<file path="config.mk">
export PLATFORM = sky130hd
export DESIGN_NAME = bitwise_alu_unit_flat
export DESIGN_NICKNAME = d
export VERILOG_FILES = /design/src/rtl/bitwise_alu_unit_if.sv /design/src/rtl/bitwise_alu_unit.sv /design/src/flat_wrapper.sv
export SDC_FILE = /design/constraint.sdc
export NUM_CORES = 1
export LEC_CHECK = 0
export CORE_MARGIN = 2
export CORE_UTILIZATION = 45
export DETAILED_ROUTE_END_ITERATION = 10
export PLACE_DENSITY = 0.8
export SLEW_MARGIN = 10
export SYNTH_ARGS = -nofsm -noshare
export SYNTH_HDL_FRONTEND = slang
export SYNTH_SLANG_ARGS = --single-unit
export TNS_END_PERCENT = 20
</file>
<file path="constraint.sdc">
create_clock -name clk -period 51.7 [get_ports clk]
set_input_delay 15.51 -clock clk [delete_from_list [all_inputs] [get_ports clk]]
set_output_delay 15.51 -clock clk [all_outputs]
set_load 0.01 [all_outputs]
</file>
<file path="src/rtl/bitwise_alu_unit_if.sv">
// Operand/result bundle for the execute-stage ALU. The master drives operands
// and control; the slave (the ALU) returns the registered result and flags.
interface bitwise_alu_unit_if #(
  parameter int WIDTH = 64
);
  logic             in_valid;
  logic [WIDTH-1:0] A;
  logic [WIDTH-1:0] B;
  logic [2:0]       cntrl;
  logic             out_valid;
  logic [WIDTH-1:0] result;
  logic             negative;
  logic             zero;
  logic             overflow;
  logic             carry_out;

  modport master (
    output in_valid, A, B, cntrl,
    input  out_valid, result, negative, zero, overflow, carry_out
  );

  modport slave (
    input  in_valid, A, B, cntrl,
    output out_valid, result, negative, zero, overflow, carry_out
  );
endinterface

</file>
<file path="src/rtl/bitwise_alu_unit.sv">
// Registered ripple-carry ALU: a chain of 1-bit slices feeding a result mux,
// zero detector and N/Z/V/C flag logic, all captured in output flops.
module bitwise_alu_unit #(
  parameter int WIDTH = 64
) (
  input  logic              clk,
  input  logic              reset,
  bitwise_alu_unit_if.slave bus
);

  localparam logic [2:0] OP_PASS_B = 3'b000;
  localparam logic [2:0] OP_ADD    = 3'b010;
  localparam logic [2:0] OP_SUB    = 3'b011;
  localparam logic [2:0] OP_AND    = 3'b100;
  localparam logic [2:0] OP_OR     = 3'b101;
  localparam logic [2:0] OP_XOR    = 3'b110;

  // One slice of the adder: returns {cout, sum} for a bit pair and carry-in.
  function automatic logic [1:0] alu_slice(
    input logic a,
    input logic bb,
    input logic cin
  );
    alu_slice = {(a & bb) | (a & cin) | (bb & cin), a ^ bb ^ cin};
  endfunction

  logic [WIDTH-1:0] sum_s;
  logic             carry_s;
  logic             carry_msb_in_s;
  logic [1:0]       slice_s;

  logic             out_valid_d, out_valid_q;
  logic [WIDTH-1:0] result_d,    result_q;
  logic             negative_d,  negative_q;
  logic             zero_d,      zero_q;
  logic             overflow_d,  overflow_q;
  logic             carry_out_d, carry_out_q;

  // Ripple carry chain; cntrl[0] both inverts B and injects the +1 for subtract.
  always_comb begin
    sum_s          = {WIDTH{1'b0}};
    carry_s        = bus.cntrl[0];
    carry_msb_in_s = 1'b0;
    slice_s        = 2'b00;
    for (int i = 0; i < WIDTH; i++) begin
      carry_msb_in_s = carry_s;
      slice_s        = alu_slice(bus.A[i], bus.B[i] ^ bus.cntrl[0], carry_s);
      sum_s[i]       = slice_s[0];
      carry_s        = slice_s[1];
    end
  end

  // Result select and flag generation; carry-in of the MSB slice is cout[WIDTH-2].
  always_comb begin
    out_valid_d = bus.in_valid;
    result_d    = {WIDTH{1'b0}};
    carry_out_d = 1'b0;
    overflow_d  = 1'b0;
    case (bus.cntrl)
      OP_PASS_B: result_d = bus.B;
      OP_ADD, OP_SUB: begin
        result_d    = sum_s;
        carry_out_d = carry_s;
        overflow_d  = carry_s ^ carry_msb_in_s;
      end
      OP_AND:    result_d = bus.A & bus.B;
      OP_OR:     result_d = bus.A | bus.B;
      OP_XOR:    result_d = bus.A ^ bus.B;
      default:   result_d = {WIDTH{1'b0}};
    endcase
    negative_d = result_d[WIDTH-1];
    zero_d     = ~(|result_d);
  end

  // Output registers load every cycle; out_valid qualifies them.
  always_ff @(posedge clk) begin
    if (reset) begin
      out_valid_q <= 1'b0;
      result_q    <= {WIDTH{1'b0}};
      negative_q  <= 1'b0;
      zero_q      <= 1'b0;
      overflow_q  <= 1'b0;
      carry_out_q <= 1'b0;
    end else begin
      out_valid_q <= out_valid_d;
      result_q    <= result_d;
      negative_q  <= negative_d;
      zero_q      <= zero_d;
      overflow_q  <= overflow_d;
      carry_out_q <= carry_out_d;
    end
  end

  assign bus.out_valid = out_valid_q;
  assign bus.result    = result_q;
  assign bus.negative  = negative_q;
  assign bus.zero      = zero_q;
  assign bus.overflow  = overflow_q;
  assign bus.carry_out = carry_out_q;

endmodule

</file>
<file path="src/flat_wrapper.sv">
// flat-port wrapper written by rule: the top's interface ports become plain ports
module bitwise_alu_unit_flat 
#(
  parameter int WIDTH = 64
)
  (clk, reset, bus_in_valid, bus_A, bus_B, bus_cntrl, bus_out_valid, bus_result, bus_negative, bus_zero, bus_overflow, bus_carry_out);
  bitwise_alu_unit_if #(.WIDTH(WIDTH)) bus_i ();
  input  logic clk;
  input  logic reset;
  input wire logic [$bits(bus_i.in_valid)-1:0] bus_in_valid;
  input wire logic [$bits(bus_i.A)-1:0] bus_A;
  input wire logic [$bits(bus_i.B)-1:0] bus_B;
  input wire logic [$bits(bus_i.cntrl)-1:0] bus_cntrl;
  output wire logic [$bits(bus_i.out_valid)-1:0] bus_out_valid;
  output wire logic [$bits(bus_i.result)-1:0] bus_result;
  output wire logic [$bits(bus_i.negative)-1:0] bus_negative;
  output wire logic [$bits(bus_i.zero)-1:0] bus_zero;
  output wire logic [$bits(bus_i.overflow)-1:0] bus_overflow;
  output wire logic [$bits(bus_i.carry_out)-1:0] bus_carry_out;
  assign bus_i.in_valid = bus_in_valid;
  assign bus_i.A = bus_A;
  assign bus_i.B = bus_B;
  assign bus_i.cntrl = bus_cntrl;
  assign bus_out_valid = bus_i.out_valid;
  assign bus_result = bus_i.result;
  assign bus_negative = bus_i.negative;
  assign bus_zero = bus_i.zero;
  assign bus_overflow = bus_i.overflow;
  assign bus_carry_out = bus_i.carry_out;
  bitwise_alu_unit #(.WIDTH(WIDTH)) u_core (.clk(clk), .reset(reset), .bus(bus_i));
endmodule
</file>
==> flow_summary.json <==
{
  "min_path_type": "primary input to flip-flop",
  "worst_pin_slew_ns": 1.15,
  "drt-total-wl_mm": 26.1,
  "cts_tree": "built",
  "crit_arrival_ns": 45.10,
  "cts-root-buf": "clkbuf_16",
  "post-dp-hpwl_mm": 19.8,
  "async_flop_share_pct": 0,
  "syn_area_um2": 8220,
  "yosysTopAreaCell": "ha_1",
  "critPathCaptureType": "flip-flop",
  "drv_slew": 0,
  "viasPerCell": 5.69,
  "io_buffer_count": 202,
  "area_growth_pct": 29.2,
  "grtUsageMet3_pct": 5.42,
  "synth.avg_cell_area_um2": 8.90,
  "grtUsageMet1_pct": 35.8,
  "antenna_found_initial": 3,
  "numCtsBuffers": 9,
  "ys_ff_latch": 68,
  "p_sw_mw": 0.0794,
  "gp_congestion": 0.897,
  "seq_power_share_pct": 25.6,
  "min_period_over_period_pct": 86.7,
  "synth.top_cell.area_share_pct": 19.5,
  "tns_ns": 0,
  "critPathMaxFanout": 4,
  "synth.top_cells.by_area": "ha_1, dfxtp_1, fa_1, xor2_1, inv_1",
  "grt_max_degree": 124,
  "critPathKind": "primary input to flip-flop",
  "p_comb_share_pct": 42.8,
  "final-hold-violation-count": 0,
  "critPathMostFrequentCell": "fa_1",
  "cp_top_family": "adder cells",
  "worst_path_largest_cell_delay_ns": 0.55,
  "avgRoutedWirePerCell_um": 19.8,
  "synthFlopType": "dfxtp_1",
  "ant_nets": 0,
  "max-slew-margin-rel_pct": 23.2,
  "clock_sinks": 68,
  "drt_first_iter_violations": 665,
  "max_cap_violations": 0,
  "ir_drop_mv": 0.0169,
  "place_area_um2": 10300,
  "busiest_layer": "met2",
  "die_h_um": 139,
  "htreeDepth": 3,
  "die_width_um": 139,
  "final_nets": 1407,
  "rsz0062_at_grt": "no",
  "postCtsResizedCells": 0,
  "grt-ovfl-total": 0,
  "io_pins": 203,
  "setup_viol": 0,
  "placementRows": 49,
  "final_area_um2": 10600,
  "remaining_drc_errors": 0,
  "yosysWarnings": 0,
  "clock_path_buffers": 2,
  "p_int_mw": 0.151,
  "hold_buffers": 0,
  "drtPass1Iterations": 5,
  "start_util_pct": 45.8,
  "crit_required_ns": 52.00,
  "status": "finished, final reports clean",
  "drive_gt1_share_pct": 4.05,
  "dp_slack_ns": 6.51,
  "dieArea_um2": 19400,
  "clk_pin_slew_ns": 0.06,
  "path_buf_inv": 4,
  "cts_setup_buffers": 0,
  "final_common_cell": "clkdlybuf4s50_1",
  "min_path_cells": 2,
  "cpMaxStageDelayCell": "or4_1",
  "p_per_area_nw_per_um2": 21.7,
  "grt_use_total_pct": 27.3,
  "synth-edff-count": 0,
  "syn-num-nets": 1248,
  "core_area_um2": 18000,
  "grt_use_met2_pct": 43.5,
  "grt_pass1_wl_mm": 41.2,
  "leakagePower_nw": 4.93,
  "hold_start": "bus_in_valid",
  "ys_seq_area_share_pct": 16.6,
  "vias": 7501,
  "swShare_pct": 34.5,
  "final_cell_mix": "clkdlybuf4s50_1, inv_1, ha_1, nor2_1, dfxtp_1",
  "power.share.clock_pct": 31.6,
  "holdPathEnd": "u_core.bus.out_valid",
  "fin_ws_ns": 6.89,
  "max_freq_mhz": 22.3,
  "critPathLaunchType": "primary input",
  "synth_cell_types": 50,
  "syn_inst": 923,
  "min_period_ns": 44.81,
  "grt_pass1_vias": 7354
}
[final cells by class]
cell class              count  area [um2]
diodes                      3        7.51
clock buffers              10         229
clock inverters             6         113
fillers                  1520        7340
inverters                 142         533
multi-input cells         651        6010
flip-flops and latches     68        1360
well taps                 229         287
repair buffers            210        2080
[worst max-delay path by stage]
| stage | cells after the start | start | end | slack (ns) |
|---|---|---|---|---|
| 3_5_place_dp | 74 | bus_B[0] | u_core.bus.zero | 6.51 |
| 4_1_cts | 74 | bus_B[0] | u_core.bus.zero | 6.83 |
| 5_1_grt | 74 | bus_B[0] | u_core.bus.zero | 5.80 |
| 6_report | 74 | bus_B[0] | u_core.bus.zero | 6.89 |
| 2_1_floorplan | 79 | bus_cntrl[0] | u_core.bus.zero | 7.71 |
| 3_3_place_gp | 74 | bus_B[0] | u_core.bus.zero | 7.01 |
[sequential cells by signal (all words and copies together) (netlist names)]
name,cells
u_core.bus.result,63
u_core.bus.negative,1
u_core.bus.overflow,1
u_core.bus.out_valid,1
u_core.bus.carry_out,1
u_core.bus.zero,1
[routing by layer]
metal  wire length (um)  up-vias
met5                  0        -
met4               1040        0
met3               2090       61
met2              12200      396
met1              10700     3604
li1                   -     3440
[synth_stat cells (5+ instances only)]
cell type    n
inv_1      141
ha_1       128
nor2_1      94
dfxtp_1     68
fa_1        63
xor2_1      61
mux2i_1     51
buf_2       31
nand2_1     30
o22ai_1     27
o21ai_0     26
a22oi_1     22
a21oi_1     20
clkbuf_1    17
a221oi_1    16
o221ai_1    14
a221o_1     11
nand4_1     10
nor2b_1      8
o2bb2ai_1    7
a22o_1       6
mux2_2       6
a211oi_1     5
buf_1        5
buf_4        5
[stage by stage]
| stage | hold WS (ns) | instances | power (mW) | util [%] |
|---|---|---|---|---|
| 6_report | 15.72 | 1319 | 0.230 | 59.1 |
| 5_1_grt | 15.75 | 1319 | 0.244 | 59.1 |
| 4_1_cts | 15.71 | 1316 | 0.231 | 59.1 |
| 3_5_place_dp | 16.07 | 1300 | 0.156 | 57.2 |
| 3_3_place_gp | 16.06 | 1300 | 0.154 | 57.2 |
| 2_1_floorplan | 15.64 | 923 | 0.114 | - |
[power groups by stage]
| stage | registers (mW) | clock network [mW] | logic, mW |
|---|---|---|---|
| floorplan | 0.0624 | 0 | 0.0514 |
| global placement | 0.0601 | 0 | 0.0944 |
| detailed placement | 0.0600 | 0 | 0.0965 |
| CTS | 0.0589 | 0.0740 | 0.0976 |
| global route | 0.0593 | 0.0761 | 0.108 |
| finish | 0.0589 | 0.0727 | 0.0984 |
[cell families after synthesis]
group | synth area share [%]
DFF | 16.6
adders and majority gates | 34.8
AOI/OAI and AO/OA | 15.5
xor gates and xnor gates | 6.82
muxes | 7.03
buffers and inverters | 10.4
and+or+nand+nor | 8.92
Note: power is estimated with default switching activity, not from simulation.
